**config.mk**
```make
export PLATFORM = sky130hd
export DESIGN_NAME = unified_mem_ctrl
export DESIGN_NICKNAME = d
export VERILOG_FILES = /design/src/rtl/unified_mem_ctrl.sv
export SDC_FILE = /design/constraint.sdc
export NUM_CORES = 1
export LEC_CHECK = 0
export ABC_AREA = 1
export CAP_MARGIN = 20
export CORE_MARGIN = 10
export CORE_UTILIZATION = 45
export CTS_CLUSTER_SIZE = 30
export DETAILED_ROUTE_END_ITERATION = 12
export MAX_ROUTING_LAYER = met4
export PLACE_DENSITY = 0.94
export SLEW_MARGIN = 20
export SYNTH_ARGS = -nofsm -noshare
export SYNTH_HDL_FRONTEND = slang
export SYNTH_SLANG_ARGS = --single-unit
export TNS_END_PERCENT = 10
```
**constraint.sdc**
```tcl
create_clock -name clk -period 2.7 [get_ports clk]
set_clock_uncertainty 0.2 [all_clocks]
set_input_delay 0.54 -clock clk [delete_from_list [all_inputs] [get_ports clk]]
set_output_delay 0.54 -clock clk [all_outputs]
set_load 0.005 [all_outputs]
```
**src/rtl/unified_mem_ctrl.sv**
```systemverilog
// Sequencer that serialises instruction fetch and data access of a
// single-cycle RISC-V core onto one shared variable-latency memory port.
module unified_mem_ctrl #(
  parameter int unsigned MAX_WAIT = 255,
  parameter logic [31:0] NOP_INST = 32'h00000013
) (
  input  logic        clk,
  input  logic        rst,
  input  logic        inst_ce_i,
  input  logic [31:0] inst_addr_i,
  output logic [31:0] inst_o,
  input  logic        data_ce_i,
  input  logic        data_we_i,
  input  logic [31:0] data_addr_i,
  input  logic [31:0] data_i,
  output logic [31:0] data_o,
  output logic        core_stall_o,
  output logic        mem_req_o,
  output logic        mem_we_o,
  output logic [31:0] mem_addr_o,
  output logic [31:0] mem_wdata_o,
  input  logic [31:0] mem_rdata_i,
  input  logic        mem_ack_i,
  output logic        err_o,
  output logic [31:0] retire_cnt_o
);

  localparam int unsigned WW = $clog2(MAX_WAIT + 1);
  localparam logic [WW-1:0] WLAST = WW'(MAX_WAIT - 1);

  typedef enum logic [2:0] {
    IDLE,
    FETCH,
    DECODE,
    DATA,
    STEP
  } state_e;

  state_e      state_q, state_d;
  logic [31:0] inst_q, inst_d;
  logic [31:0] data_q, data_d;
  logic        req_q, req_d;
  logic        we_q, we_d;
  logic [31:0] addr_q, addr_d;
  logic [31:0] wdata_q, wdata_d;
  logic        err_q, err_d;
  logic [31:0] cnt_q, cnt_d;
  logic [WW-1:0] wait_q, wait_d;

  logic ack;
  logic tmo;

  // acks are only meaningful while a request is outstanding
  assign ack = req_q & mem_ack_i;
  assign tmo = req_q & ~mem_ack_i & (wait_q == WLAST);

  always_comb begin
    state_d = state_q;
    inst_d  = inst_q;
    data_d  = data_q;
    req_d   = req_q;
    we_d    = we_q;
    addr_d  = addr_q;
    wdata_d = wdata_q;
    err_d   = err_q;
    cnt_d   = cnt_q;
    wait_d  = (req_q && !ack) ? wait_q + 1'b1 : '0;
    unique case (state_q)
      IDLE: begin
        if (inst_ce_i) begin
          req_d   = 1'b1;
          we_d    = 1'b0;
          addr_d  = inst_addr_i;
          state_d = FETCH;
        end
      end
      FETCH: begin
        if (ack) begin
          inst_d  = mem_rdata_i;
          req_d   = 1'b0;
          state_d = DECODE;
        end else if (tmo) begin
          inst_d  = NOP_INST;
          req_d   = 1'b0;
          err_d   = 1'b1;
          state_d = DECODE;
        end
      end
      DECODE: begin
        if (data_ce_i) begin
          addr_d  = data_addr_i;
          we_d    = data_we_i;
          wdata_d = data_i;
          req_d   = 1'b1;
          state_d = DATA;
        end else begin
          state_d = STEP;
        end
      end
      DATA: begin
        if (ack) begin
          if (!we_q) data_d = mem_rdata_i;
          req_d   = 1'b0;
          we_d    = 1'b0;
          state_d = STEP;
        end else if (tmo) begin
          if (!we_q) data_d = '0;
          req_d   = 1'b0;
          we_d    = 1'b0;
          err_d   = 1'b1;
          state_d = STEP;
        end
      end
      STEP: begin
        cnt_d = cnt_q + 32'd1;
        if (inst_ce_i) begin
          req_d   = 1'b1;
          we_d    = 1'b0;
          addr_d  = inst_addr_i;
          state_d = FETCH;
        end else begin
          state_d = IDLE;
        end
      end
      default: state_d = IDLE;
    endcase
  end

  always_ff @(posedge clk) begin
    if (rst) begin
      state_q <= IDLE;
      inst_q  <= NOP_INST;
      data_q  <= '0;
      req_q   <= 1'b0;
      we_q    <= 1'b0;
      addr_q  <= '0;
      wdata_q <= '0;
      err_q   <= 1'b0;
      cnt_q   <= '0;
      wait_q  <= '0;
    end else begin
      state_q <= state_d;
      inst_q  <= inst_d;
      data_q  <= data_d;
      req_q   <= req_d;
      we_q    <= we_d;
      addr_q  <= addr_d;
      wdata_q <= wdata_d;
      err_q   <= err_d;
      cnt_q   <= cnt_d;
      wait_q  <= wait_d;
    end
  end

  assign inst_o       = inst_q;
  assign data_o       = data_q;
  assign core_stall_o = (state_q != STEP);
  assign mem_req_o    = req_q;
  assign mem_we_o     = we_q;
  assign mem_addr_o   = addr_q;
  assign mem_wdata_o  = wdata_q;
  assign err_o        = err_q;
  assign retire_cnt_o = cnt_q;

endmodule

```
==> run metrics, run 1 <==
CTS Buf Count 17; largest net degree at the start of global routing 87; Netlist cell types 35; # diodes 0; Hold Fails Final Rpt 0; leakage power between 4 and 5 nW; WS Path Type flip-flop to output port; Crit path largest cell delay 0.54 ns; Peak VDD IR between 0.4 and 0.5 mV; Chip Height roughly 150 um; Critical Path Start state_q[0]; sequential cell area about 0.0035 mm^2; share of post-route cells with drive strength above 1 4.81%; total number of vias 7974; worst-margin pin slew around 0.8 ns; vias in the first global route just under 8000; initial DRC count about 560; clock sink count between 150 and 200; Yosys reg bits around 170; Critical Path Sink Type output port; Worst slew margin 47.4%; Final GP Congestion between 0.9 and 1; syn avg cell area approximately 7 um^2; TritonRoute pass-1 iters 5; initial antenna violation count 0; CTS tree built; post-route core utilization a little over two thirds; Root Driver clkbuf_16; Critical Path RT approximately 2 ns; final-layout fill cell count 1285; synthesized instance count about 1100; Clk pin slew, worst setup/hold paths ~0.060 ns; DRC viols 0; io pins slightly below 300; CP startpoint kind flip-flop; postcts setup bufs 0; worst hold path type flip-flop to flip-flop; ranking of synthesized cells by area dfxtp_1 47%, nand2_1 16%, nor2_1 11%; Async S/R FF share, synth 0%; syn_nets about 1200; Final min period 2.37 ns; final std cells w/o fill between 1500 and 2000; worst setup path end core_stall_o; Layout area overhead 50.0%; I/O Buffers about 300; slowest cell on the critical path clkdlybuf4s50_1; Post-synth EDFFs 0; post-DP HPWL about 19 mm; Core Region between 0.015 and 0.02 mm^2; Max-Cap Viols 0; worst r2r path cells 9; FMAX ~420 MHz; Vias per Instance roughly 5.0; synthesized area 0.00742 mm^2; placed cell count roughly 1600; Reg2Reg Setup Slack between 0.6 and 0.7 ns; crit path max fanout 6; Place WS ~0.16 ns; final worst slack 0.335 ns; CTS Buffer Depth 2; Power, Total ~8.3 mW; drt total wl 25.5 mm; CP Cell Sequence nor2_4, nand2_4, clkdlybuf4s50_1; Nets ~1500; H-tree Lvls 4; YS warnings 0; Initial Utilization 46.4%; total negative setup slack 0 ns; largest area contributor in the netlist dfxtp_1; pwr dens between 700 and 800 mW/mm^2; row count 46; status completed; Antenna Nets Post-Route 0; Slew Viols, Final 0; fin crit share between 80 and 90%; Synth top area share between 40% and 50%; Seq/Total Area, Yosys between 40% and 50%; first-pass GRT wire length between 40 and 50 mm; ys flop type dfxtp_1; die width around 150 um; RSZ-0062 raised after global routing no; reg2reg start wait_q[0]; # hold bufs at CTS 0; RR Endpoint data_o[18]; Setup violations, final 0; Avg WL per Cell about 16 um; DIE AREA around 0.022 mm^2; CP arrival about 1.6 ns; Multi-input gate area roughly 0.0034 mm^2; all-layer global routing usage a little under a quarter; Clk Latency, worst-skew pair 0.42 ns; post-CTS resize count 0; grt ovf 0
sequential cells by signal, indices dropped and copies added, names as in the netlist:
register	count
mem_req_o	1
mem_addr_o	32
mem_we_o	1
retire_cnt_o	32
mem_wdata_o	32
inst_o	32
data_o	32
wait_q	8
state_q	3
err_o	1
worst min path at each step:
stage                  to        from  depth (start not counted)
4_1_cts        data_o[26]  data_o[26]                          2
5_1_grt         data_o[3]   data_o[3]                          2
3_5_place_dp   data_o[26]  data_o[26]                          2
3_3_place_gp    wait_q[0]   wait_q[0]                          1
6_report       inst_o[28]  inst_o[28]                          2
2_1_floorplan   wait_q[0]   wait_q[0]                          1
critical path, delay by kind of cell (launching register included):
kind	cells	cell delay (ns)
buffers and inverters	1	0.54
DFF	1	0.44
and+or+nand+nor	2	0.22
layout by cell type (no fill, tap or decap), types with 2 or more instances in the layout:
master / netlist / routed
nand2_1: 316 / 316
clkdlybuf4s50_1: 0 / 296
nor2_1: 214 / 214
dfxtp_1: 174 / 174
a21oi_1: 82 / 82
o21ai_0: 70 / 70
inv_1: 67 / 66
nand3_1: 48 / 48
clkbuf_16: 0 / 17
nand4_1: 10 / 10
buf_4: 4 / 9
nor3_1: 8 / 8
nor2_4: 6 / 6
inv_2: 5 / 6
nor2_2: 4 / 4
o21ai_1: 4 / 4
nand2_2: 3 / 3
nor3b_1: 3 / 3
ha_1: 3 / 3
bufinv_16: 0 / 3
clkbuf_8: 0 / 3
nor3_2: 2 / 2
xor2_1: 2 / 2
clkinv_2: 0 / 2
clkbuf_1: 30 / 2
clkinvlp_4: 0 / 2
buf_12: 0 / 2
layer usage:
metal / share of wire [%] / track usage [%]
met4: 3.8 / 9.46
met2: 51 / 39.1
met5: 0 / -
met1: 38 / 25.0
met3: 6.9 / 6.52
Yosys cell counts, drive strengths merged (3+ instances only):
library cell and number:
nand2 320, nor2 225, dfxtp 174, a21oi 82, o21ai 74, inv 72
nand3 49, clkbuf 31, buf 20, nand4 10, nor3 10, ha 3
nor3b 3
area by class of cell:
class / instances / share of cell area [%]
sequential: 174 / 31.3
multi-input combinational: 786 / 30.8
timing repair buffer: 308 / 27.6
clock buffer: 22 / 4.26
inverter: 72 / 2.43
tap: 216 / 2.43
clock inverter: 9 / 1.19
cells by family after synthesis:
| logic type | synth area share (%) |
|---|---|
| fa+ha+maj | 0.506 |
| buf+inv | 6.93 |
| simple gates | 34.3 |
| xor+xnor | 0.354 |
| compound gates | 10.9 |
| flops | 46.9 |
metrics by stage:
| stage | instance area (um^2) | hold WS [ns] |
|---|---|---|
| 2_1_floorplan | 7420 | 0.217 |
| 3_3_place_gp | 10500 | 0.232 |
| 3_5_place_dp | 10500 | 0.253 |
| 4_1_cts | 11100 | 0.264 |
| 5_1_grt | 11100 | 0.279 |
| 6_report | 11100 | 0.262 |
report_power, final:
part           switching [mW]  internal [mW]
registers               0.204           2.92
logic                    1.48           1.19
clock network            1.01           1.53
(Power assumes the default switching activity.)
==> run 2: changes to the inputs <==
Settings changed: CAP_MARGIN 20 to 10, GPL_TIMING_DRIVEN set to 0.
==> run metrics, run 2 (synthesis results as in run 1) <==
CTS Buffer Depth 2 (unchanged); Chip Height 148 um (unchanged); io pins 298 (unchanged); row count 46 (unchanged); final-layout fill cell count 1281 (was 1285); Placed Area 0.0107 mm^2 (was 0.0105 mm^2); Final GP Congestion 0.955 (was 0.959); share of post-route cells with drive strength above 1 5.17% (was 4.81%); CP Cell Sequence nor2_4, nand2_4, clkdlybuf4s50_1 (unchanged); die width 148 um (unchanged); Avg WL per Cell 16.3 um (was 16.1 um); all-layer global routing usage 24.0% (was 23.1%); Place WS 0.00501 ns (was 0.159 ns); Max-Cap Viols 0 (unchanged); final worst slack 0.187 ns (was 0.335 ns); Critical Path Sink Type output port (unchanged); clock sink count 174 (unchanged); first-pass GRT wire length 41.2 mm (was 40.1 mm); Initial Utilization 46.4% (unchanged); initial DRC count 426 (was 556); Clk pin slew, worst setup/hold paths 0.06 ns (about the same); Vias per Instance 5.02 (about the same); Layout area overhead 51.4% (was 50.0%); postcts setup bufs 0 (unchanged); Hold Fails Final Rpt 0 (unchanged); slowest cell on the critical path clkdlybuf4s50_1 (unchanged); H-tree Lvls 4 (unchanged); TritonRoute pass-1 iters 5 (unchanged); crit path max fanout 10 (was 6); RSZ-0062 raised after global routing no (unchanged); CP startpoint kind flip-flop (unchanged); Clk Latency, worst-skew pair 0.42 ns (about the same); total number of vias 8169 (was 7974); Hold Crit Start wait_q[0] (was inst_o[28]); Slew Viols, Final 0 (unchanged); leakage power 4.40 nW (was 4.35 nW); post-DP HPWL 20.8 mm (was 19.0 mm); placed cell count 1596 (was 1556); drt total wl 26.6 mm (was 25.5 mm); Reg2Reg Setup Slack 0.64 ns (was 0.62 ns); Antenna Nets Post-Route 0 (unchanged); most common cell after layout, fill and taps aside nand2_1 (unchanged); post-route core utilization 70.2% (was 69.6%); worst hold slack 0.254 ns (was 0.262 ns); FMAX 398 MHz (was 423 MHz); DIE AREA 0.0220 mm^2 (unchanged); RR Endpoint retire_cnt_o[26] (was data_o[18]); Nets 1536 (was 1496); Final min period 2.51 ns (was 2.37 ns); # hold bufs at CTS 0 (unchanged); vias in the first global route 8038 (was 7713); Power, Total 8.31 mW (was 8.32 mW); Critical Path RT 1.96 ns (about the same); I/O Buffers 297 (unchanged); initial antenna violation count 0 (unchanged); Root Driver clkbuf_16 (unchanged); most frequent cells in the layout 316 x nand2_1, 297 x clkdlybuf4s50_1, 214 x nor2_1, 174 x dfxtp_1, 82 x a21oi_1 (was 316 x nand2_1, 296 x clkdlybuf4s50_1, 214 x nor2_1, 174 x dfxtp_1, 82 x a21oi_1); reg2reg start retire_cnt_o[1] (was wait_q[0]); Setup violations, final 0 (unchanged); Hold Path Depth 1 (was 2); WS Path Type flip-flop to output port (unchanged); CTS tree built (unchanged); fin crit share 93.1% (was 87.6%); Core Region 0.0160 mm^2 (unchanged); # diodes 0 (unchanged); grt ovf 0 (unchanged); hold endpoint wait_q[0] (was inst_o[28]); worst-margin pin slew 0.655 ns (was 0.789 ns); largest net degree at the start of global routing 17 (was 87); total negative setup slack 0 ns (unchanged); final std cells w/o fill 1628 (was 1587); DRC viols 0 (unchanged); CTS Buf Count 17 (unchanged); status completed (unchanged); crit path buf inv count 1 (unchanged); worst r2r path cells 8 (was 9); CP arrival 1.77 ns (was 1.63 ns); crit-path leading delay family simple AND/OR/NAND/NOR gates (was buffers and inverters); Post-Layout Inst Area 0.0112 mm^2 (was 0.0111 mm^2); Crit path largest cell delay 0.49 ns (was 0.54 ns); Worst slew margin 56.3% (was 47.4%); pwr dens 739 mW/mm^2 (was 748 mW/mm^2); Peak VDD IR 0.572 mV (was 0.458 mV); post-CTS resize count 0 (unchanged); worst hold path type flip-flop to flip-flop (unchanged)
run 2: cell type report:
cell class | count | area (um^2) | area share, %
Inverter | 72 | 270 | 2.41
Timing Repair Buffer | 297 | 2970 | 26.5
Buffer | 51 | 244 | 2.17
Clock buffer | 23 | 488 | 4.34
Tap cell | 216 | 270 | 2.41
Multi-Input combinational cell | 786 | 3420 | 30.5
Sequential cell | 174 | 3480 | 31.0
Clock inverter | 9 | 85.1 | 0.757
run 2: worst max path at each step:
stage / endpoint / from / cells past startpoint / slack, ns
after global placement: mem_addr_o[30] / rst / 6 / -0.01
after CTS: core_stall_o / state_q[1] / 3 / 0.16
after detailed placement: mem_addr_o[30] / rst / 6 / 0.005
final: core_stall_o / state_q[1] / 3 / 0.19
after floorplan: inst_o[0] / mem_ack_i / 7 / 1.01
after global routing: core_stall_o / state_q[1] / 3 / 0.11
run 2: power breakdown:
| part | switching (mW) | internal, mW | total (mW) | leakage (nW) |
|---|---|---|---|---|
| logic | 1.54 | 1.26 | 2.80 | 2.70 |
| clock network | 1.02 | 1.37 | 2.38 | 0.287 |
| registers | 0.209 | 2.92 | 3.12 | 1.41 |
| total | 2.77 | 5.54 | 8.31 | 4.40 |
run 2: per-layer routing:
layer / part of all wire, % / global-route usage (%)
met2: 52 / 42.1
met1: 39 / 25.3
met5: 0 / -
met4: 3.3 / 10.0
met3: 6.4 / 6.07
run 2: worst register-to-register path, delay by kind of cell (launching register included):
kind          cells  cell delay [ns]
simple gates      7             1.07
fa+ha+maj         1             0.21
flops             1             0.45
